==> src/rtl/decoder_req_scheduler.sv <==
`default_nettype none
// ============================================================================
// Module      : decoder_req_scheduler
// Description : Round-robin scheduler sharing one 7-bit-code decoder among
//               NREQ requesters, returning tagged results on one channel.
// Revision    : 1.0 - initial release
// ============================================================================
module decoder_req_scheduler #(
    parameter int         NREQ      = 4,
    parameter int         OUT_W     = 16,
    parameter int         DEC_LAT   = 1,
    parameter logic [6:0] IDLE_CODE = 7'h00
) (
    input  logic                    clock,
    input  logic                    rst_n,
    input  logic [NREQ-1:0]         req_valid,
    input  logic [7*NREQ-1:0]       req_code,
    output logic [NREQ-1:0]         req_ready,
    output logic [6:0]              dec_in,
    input  logic [OUT_W-1:0]        dec_out,
    output logic                    rsp_valid,
    output logic [$clog2(NREQ)-1:0] rsp_id,
    output logic [OUT_W-1:0]        rsp_data,
    input  logic                    rsp_ready,
    output logic                    busy
);

    localparam int                  c_id_w     = $clog2(NREQ);
    localparam int                  c_cnt_w    = (DEC_LAT > 1) ? $clog2(DEC_LAT) : 1;
    localparam logic [c_id_w-1:0]   c_last_id  = c_id_w'(NREQ - 1);
    localparam logic [c_id_w:0]     c_nreq     = (c_id_w + 1)'(NREQ);
    localparam logic [c_cnt_w-1:0]  c_cnt_init = c_cnt_w'(DEC_LAT - 1);

    typedef enum logic [1:0] {
        S_IDLE  = 2'd0,
        S_DRIVE = 2'd1,
        S_RESP  = 2'd2
    } state_t;

    state_t              r_state;
    state_t              w_state_next;
    logic [c_id_w-1:0]   r_rr_ptr;
    logic [6:0]          r_dec_in;
    logic                r_rsp_valid;
    logic [c_id_w-1:0]   r_rsp_id;
    logic [OUT_W-1:0]    r_rsp_data;
    logic [c_cnt_w-1:0]  r_cnt;

    logic                w_grant_vld;
    logic [c_id_w-1:0]   w_grant_idx;
    logic [6:0]          w_grant_code;

    // Rotating search: candidate k is (rr_ptr + k) mod NREQ, first hit wins.
    always_comb begin : p_arb
        logic [c_id_w:0] w_cand;
        w_grant_vld = 1'b0;
        w_grant_idx = '0;
        w_cand      = '0;
        for (int k = 0; k < NREQ; k++) begin
            w_cand = {1'b0, r_rr_ptr} + (c_id_w + 1)'(k);
            if (w_cand >= c_nreq) begin
                w_cand = w_cand - c_nreq;
            end
            if ((r_state == S_IDLE) && !w_grant_vld && req_valid[w_cand[c_id_w-1:0]]) begin
                w_grant_vld = 1'b1;
                w_grant_idx = w_cand[c_id_w-1:0];
            end
        end
    end

    always_comb begin : p_code_mux
        w_grant_code = req_code[6:0];
        for (int i = 0; i < NREQ; i++) begin
            if (w_grant_idx == c_id_w'(i)) begin
                w_grant_code = req_code[7*i +: 7];
            end
        end
    end

    assign req_ready = w_grant_vld ? ({{(NREQ-1){1'b0}}, 1'b1} << w_grant_idx) : '0;

    always_ff @(posedge clock or negedge rst_n) begin : p_state_reg
        if (!rst_n) begin
            r_state <= S_IDLE;
        end else begin
            r_state <= w_state_next;
        end
    end

    always_comb begin : p_next_state
        w_state_next = r_state;
        case (r_state)
            S_IDLE:  if (w_grant_vld)    w_state_next = S_DRIVE;
            S_DRIVE: if (r_cnt == '0)    w_state_next = S_RESP;
            S_RESP:  if (rsp_ready)      w_state_next = S_IDLE;
            default:                     w_state_next = S_IDLE;
        endcase
    end

    always_ff @(posedge clock or negedge rst_n) begin : p_datapath
        if (!rst_n) begin
            r_rr_ptr    <= '0;
            r_dec_in    <= IDLE_CODE;
            r_rsp_valid <= 1'b0;
            r_rsp_id    <= '0;
            r_rsp_data  <= '0;
            r_cnt       <= '0;
        end else begin
            case (r_state)
                S_IDLE: begin
                    if (w_grant_vld) begin
                        r_dec_in <= w_grant_code;
                        r_rsp_id <= w_grant_idx;
                        r_rr_ptr <= (w_grant_idx == c_last_id) ? '0 : w_grant_idx + 1'b1;
                        r_cnt    <= c_cnt_init;
                    end
                end
                S_DRIVE: begin
                    // Decoder has seen a stable code for DEC_LAT cycles once cnt hits zero.
                    if (r_cnt == '0) begin
                        r_rsp_data  <= dec_out;
                        r_rsp_valid <= 1'b1;
                    end else begin
                        r_cnt <= r_cnt - 1'b1;
                    end
                end
                S_RESP: begin
                    if (rsp_ready) begin
                        r_rsp_valid <= 1'b0;
                        r_dec_in    <= IDLE_CODE;
                    end
                end
                default: begin
                    r_rsp_valid <= 1'b0;
                    r_dec_in    <= IDLE_CODE;
                end
            endcase
        end
    end

    assign dec_in    = r_dec_in;
    assign rsp_valid = r_rsp_valid;
    assign rsp_id    = r_rsp_id;
    assign rsp_data  = r_rsp_data;
    assign busy      = (r_state != S_IDLE);

endmodule
`default_nettype wire

==> config.mk <==
export PLATFORM = sky130hd
export DESIGN_NAME = decoder_req_scheduler
export DESIGN_NICKNAME = d
export VERILOG_FILES = /design/src/rtl/decoder_req_scheduler.sv
export SDC_FILE = /design/constraint.sdc
export NUM_CORES = 1
export LEC_CHECK = 0
export ABC_AREA = 0
export CAP_MARGIN = 30
export CORE_ASPECT_RATIO = 1.4
export CORE_MARGIN = 5
export CORE_UTILIZATION = 41
export DETAILED_ROUTE_END_ITERATION = 10
export PLACE_DENSITY = 0.81
export SKIP_CTS_REPAIR_TIMING = 1
export SLEW_MARGIN = 5
export SYNTH_ARGS = -nofsm -noshare
export SYNTH_HDL_FRONTEND = slang
export SYNTH_SLANG_ARGS = --single-unit
==> constraint.sdc <==
create_clock -name clock -period 3.9 [get_ports clock]
set_input_delay 0.78 -clock clock [delete_from_list [all_inputs] [get_ports clock]]
set_output_delay 0.78 -clock clock [all_outputs]
set_load 0.01 [all_outputs]
Yosys cells after proc, flatten, opt, wreduce, memory -nomap -nowiden
Cells that the tools add are included.
Widths: inputs -> output; s select.
{ "classes": {"add_sub_neg": 9, "order_cmp": 8, "eq_ne": 8, "n_shift": 1, "muxes": 38, "bitwise_logic": 3, "n_reduce_logical": 19} }
{ "op_table": {"columns": ["op", "count"], "rows": [
  ["$mux 7", 5],
  ["$mux 2", 12],
  ["$pmux 7 s3", 1],
  ["$lt 2x3->1 const B", 4],
  ["$mux 1", 12],
  ["$ge 3x3->1 const B", 3],
  ["$reduce_and 3->1", 3],
  ["$bmux 1 s2", 4],
  ["$sub 2x1->2 const B", 4],
  ["$logic_and 1x1->1", 7],
  ["$add 2x2->3 const B", 2],
  ["$eq 2x2->1 const B", 3],
  ["$ne 2x2->1 const B", 3],
  ["$pmux 2 s3", 1],
  ["$reduce_and 2->1", 3],
  ["$eq 2x1->1 const B", 2],
  ["$mux 4", 1],
  ["$reduce_bool 2->1", 2],
  ["$shl 1x2->4 const A", 1],
  ["$add 2x1->3 const B", 1],
  ["$ge 2x3->1 const B", 1],
  ["$logic_not 1->1", 3],
  ["$not 1->1", 3],
  ["$pmux 1 s3", 1],
  ["other kinds (4)", 4]
]} }
{ "totals": {"register_bits": 31, "input_bits": 51, "out_inout_bits": 31} }

Longest topological paths before layout
Gate-level depths: netlist (run 1).
{ "logic_depth": {"word_depth": 24, "ltp_mapped": 11, "mapped_depth_nobuf": 10} }

Worst setup path after synthesis (run 1)
OpenSTA, ideal clock, no wires.
{ "synth_timing": {"path_type": "input to output", "startpoint": "input port req_valid[3]", "endpoint": "output port req_ready[2]", "t_arrival_ps": 2529, "path_slack_ps": 591, "stages": 8, "path_buffers": 2, "cell_sequence": "clkbuf_2 mux4_2 nor3_1 o21ai_1 o21ai_1 ha_1 clkbuf_1 and2_1"} }
{ "synth_between": {"elab_chain_len": 18, "word_cells_on_any_way": 28, "classes_between": "shift (1); mux (17); reduce/logical (10)"} }
{ "synth_rtl": {"columns": ["item", "line", "text"], "rows": [
  ["start, declared", "16", "input logic [NREQ-1:0] req_valid,"],
  ["$bmux 1 s2", "64", "if ((r_state == S_IDLE) && !w_grant_vld && req_valid[w_cand[c_id_w-1:0]]) begin"],
  ["$mux 1 (implied by the code)", "64", null],
  ["$logic_and 1x1->1", "64", null],
  ["$mux 1", "64", null],
  ["$logic_not 1->1", "64", null],
  ["$logic_and 1x1->1 (2 in a row)", "64", null],
  ["$mux 1", "64", null],
  ["$logic_not 1->1", "64", null],
  ["$logic_and 1x1->1 (2 in a row)", "64", null],
  ["$mux 1", "64", null],
  ["$logic_not 1->1", "64", null],
  ["$logic_and 1x1->1 (2 in a row)", "64", null],
  ["$mux 2 (*)", "64", null],
  ["net w_grant_idx[1]", "50", "logic [c_id_w-1:0] w_grant_idx;"],
  ["$shl 1x2->4 (*)", "80", "assign req_ready = w_grant_vld ? ({{(NREQ-1){1'b0}}, 1'b1} << w_grant_idx) : '0;"],
  ["$mux 4 (*)", "80", null],
  ["end, declared", "18", "output logic [NREQ-1:0] req_ready,"]
]} }
Mark *: on every way through the listed nets, which the timed path passes. The rest lies on a longest branch. The select of a mux whose other input is x is not followed.

Worst setup path after layout (run 1)
{ "layout_timing": {"startpoint": "input port req_valid[0]", "endpoint": "output port req_ready[3]"} }
Same word-level chain as after synthesis.

==> impl_metrics.env, run 1 <==
export IMPL_cp_depth=11
export IMPL_synth_area_top_cells="dfrtp_1 (44%), mux2i_1 (8.3%), mux2_2 (7.3%), o21ai_0 (4.1%), mux2_1 (4.0%)"
export IMPL_drtIter0Drc=26
export IMPL_final_hold_viol_count=0
export IMPL_cts_sinks=30
export IMPL_grt_max_degree=31
export IMPL_worstReg2RegStart="r_rr_ptr[0]$_DFFE_PN0P_"
export IMPL_critPathArrivalTime_ns=2.91
export IMPL_synth_seq_cells=30
export IMPL_ir_drop_v=0.000508
export IMPL_setup_violations=0
export IMPL_row_count=27
export IMPL_synth_cell_type_count=38
export IMPL_r2r_setup_slack_ns=1.31
export IMPL_cts_buffers=5
export IMPL_p_comb_share_pct=57.1
export IMPL_syn_to_final_growth_pct=61.9
export IMPL_synth_nets=213
export IMPL_dp_slack_ns=-0.0734
export IMPL_async_flop_share_pct=100
export IMPL_critPathTopFamily="buffers and inverters"
export IMPL_yosysTopAreaCell="dfrtp_1"
export IMPL_clk_pin_slew_ns=0.06
export IMPL_path_cells="clkdlybuf4s50_1, mux4_2, nor3_1, o21ai_1, buf_4, o21ai_2, buf_4, ha_1, inv_2, nor2_1, dlymetal6s2s_1"
export IMPL_endpoint="req_ready[3]"
export IMPL_cts_buffer_depth=2
export IMPL_final_antenna_net_count=0
export IMPL_cpPeakStageDelay_ns=0.50
export IMPL_slew_viol_final=0
export IMPL_clockRootBuffer="clkbuf_8"
export IMPL_start_util_pct=42.9
export IMPL_p_int_uw=1320
export IMPL_crit_required_ns=3.12
export IMPL_htree_num_levels=2
export IMPL_drc_errors=0
export IMPL_outcome="completed"
export IMPL_die_h_um=86.1
export IMPL_worst_r2r_cell_count=10
export IMPL_setup_slack_ns=0.205
export IMPL_placed_cells=286
export IMPL_fin_crit_ns=3.69
export IMPL_clk_latency_ns=0.27
export IMPL_reg2reg_to="dec_in[4]$_DFFE_PN0P_"
export IMPL_p_seq_share_pct=28.5
export IMPL_cp_startpoint="req_valid[0]"
export IMPL_place_congestion=0.801
export IMPL_p_leak_uw=0.00123
export IMPL_io_pins=82
export IMPL_critPathKind="in -> out"
export IMPL_dr_pass1_iters=4
export IMPL_n_antenna_cell=0
export IMPL_core_area_um2=3950
export IMPL_min_period_over_period_pct=94.7
export IMPL_tns_ns=0
export IMPL_synth_most_common_cell="dfrtp_1"
export IMPL_vias=1504
export IMPL_finalNetCount=307
export IMPL_synth_edf_count=0
export IMPL_cp_start_kind="input pin"
export IMPL_switching_share_pct=35.2
export IMPL_worstHoldPathType="reg -> reg"
export IMPL_synth_area_um2=1690
export IMPL_endpoint_kind="output pin"
export IMPL_cpMaxStageDelayCell="mux4_2"
export IMPL_grt_pass1_wl_mm=6.70
export IMPL_grt_usage_pct=15.0
export IMPL_synth_top_area_share_pct=44.3
export IMPL_routed_via_density=5.08
export IMPL_fmax_mhz=271
export IMPL_worstPathMaxFanout=4
export IMPL_drive_above_1_share_pct=17.4
export IMPL_detail_route_wl_per_cell_um=13.8
export IMPL_syn_area_per_cell_um2=10.7
export IMPL_cpMostUsedCell="buf_4"
export IMPL_hpwl_mm=3.28
export IMPL_die_x_um=64.3
export IMPL_relSlewSlack_pct=65.1
export IMPL_cellPowerDensity_nw_per_um2=745
export IMPL_cp_num_buf_inv=5
export IMPL_dieArea_um2=5540
export IMPL_antenna_found_initial=0
export IMPL_cts_tree="done"
export IMPL_ys_seq_area_share_pct=44.3
export IMPL_maxCapViolations=0
export IMPL_grt_overflow=0
export IMPL_port_buffers=81
export IMPL_worstMarginPinSlew_ns=0.520
export IMPL_synthFlopType="dfrtp_1"
export IMPL_final_cells=296
export IMPL_switchingPower_uw=718
export IMPL_grt_pass1_vias=1565
export IMPL_routed_wl_mm=4.08
export IMPL_finClkSkew_ns=0.00573
export IMPL_ys_warn_count=0
export IMPL_post_route_util_pct=69.4
export IMPL_yosys_top_cells_count="dfrtp_1 (30), mux2i_1 (14), o21ai_0 (14)"
export IMPL_p_clk_share_pct=14.4
export IMPL_rsz0062_at_grt="no"
export IMPL_netlist_instances=158
## per-layer routing
layer | vias up | routed length, um | GRT usage, %
met1 | 690 | 1530 | 15.5
met4 | 0 | 72 | 6.85
met2 | 55 | 2110 | 26.7
li1 | 754 | - | -
met3 | 5 | 364 | 5.11
met5 | - | 0 | 0
## flip-flops by register name, indices dropped and copies added, names as in the netlist
signal / flops
rsp_id: 2
rsp_valid: 1
rsp_data: 16
r_state: 2
r_rr_ptr: 2
dec_in: 7
## how the worst min path moves through the flow
stage	from	endpoint	slack, ns	depth (start not counted)
3_3_place_gp	rsp_valid$_DFFE_PN0P_	rsp_valid$_DFFE_PN0P_	0.46	1
6_report	rsp_valid$_DFFE_PN0P_	rsp_valid$_DFFE_PN0P_	0.48	1
3_5_place_dp	rsp_valid$_DFFE_PN0P_	rsp_valid$_DFFE_PN0P_	0.47	1
2_1_floorplan	rst_n	dec_in[0]$_DFFE_PN0P_	0.48	0
4_1_cts	rsp_valid$_DFFE_PN0P_	rsp_valid$_DFFE_PN0P_	0.48	1
5_1_grt	rsp_valid$_DFFE_PN0P_	rsp_valid$_DFFE_PN0P_	0.50	1
## power by group through the flow
stage	registers (uW)	logic [uW]	clock network, uW
global route	606	1280	317
finish	581	1170	295
detailed placement	587	1170	0
CTS	584	1170	304
floorplan	622	622	0
global placement	580	1150	0
## metrics by stage
stage	area, um^2	hold WS [ns]	power, uW
6_report	2740	0.476	2040
5_1_grt	2740	0.505	2210
4_1_cts	2710	0.481	2060
3_5_place_dp	2600	0.466	1750
3_3_place_gp	2600	0.464	1730
2_1_floorplan	1690	0.484	1240
## final cells by class
class | count | area, um^2
Fill cell | 307 | 1210
Timing Repair Buffer | 97 | 941
Multi-Input combinational cell | 114 | 876
Inverter | 4 | 15.0
Sequential cell | 30 | 751
Clock buffer | 7 | 76.3
Clock inverter | 1 | 30.0
Tap cell | 43 | 53.8
## cells by family (layout without fill, tap and decap cells)
logic type      count (synthesis)  count (layout)  synth area share, %
simple gates                   43              43                 13.8
compound gates                 34              34                 12.3
mux                            33              33                 22.2
flops                          30              30                 44.3
buf+inv                        14             109                 4.43
fa+ha+maj                       4               4                 2.95
## cell usage in the layout (no fill, tap or decap), types with 2 or more instances in the layout
master | synthesis | layout
a21oi_1 | 5 | 4
and2_1 | 3 | 3
buf_4 | 0 | 16
clkbuf_1 | 2 | 2
clkbuf_8 | 0 | 5
clkdlybuf4s50_1 | 0 | 77
dfrtp_1 | 30 | 30
dlymetal6s2s_1 | 0 | 4
ha_1 | 4 | 4
inv_1 | 2 | 2
inv_2 | 2 | 2
mux2_1 | 6 | 6
mux2_2 | 11 | 11
mux2i_1 | 14 | 14
mux4_2 | 2 | 2
nand2_1 | 13 | 13
nand2b_1 | 4 | 4
nand3_1 | 8 | 8
nand3b_1 | 2 | 2
nor2_1 | 3 | 3
nor2b_1 | 2 | 2
o21a_1 | 2 | 2
o21ai_0 | 14 | 14
o21ai_1 | 5 | 4
o221ai_1 | 2 | 2
## worst register-to-register path, cell delays in order, from the launching register on
cell	delay [ns]
dfrtp_1	0.55
mux4_2	0.57
nor3b_2	0.18
a21oi_2	0.16
o21a_1	0.17
ha_1	0.16
buf_4	0.18
mux2i_1	0.20
o21ai_0	0.09
mux2i_1	0.13
o21ai_0	0.09
Note: power is estimated with default switching activity, not from simulation.
==> inputs of run 2 (changes only) <==
--- a/config.mk
+++ b/config.mk
@@ -5,11 +5,11 @@
 export SDC_FILE = /design/constraint.sdc
 export NUM_CORES = 1
 export LEC_CHECK = 0
-export ABC_AREA = 0
 export CAP_MARGIN = 30
 export CORE_ASPECT_RATIO = 1.4
 export CORE_MARGIN = 5
 export CORE_UTILIZATION = 41
+export CTS_CLUSTER_SIZE = 40
 export DETAILED_ROUTE_END_ITERATION = 10
 export PLACE_DENSITY = 0.81
 export SKIP_CTS_REPAIR_TIMING = 1
==> results of run 2 <==
The final DEF is identical to that of run 1; final timing and power are the same.
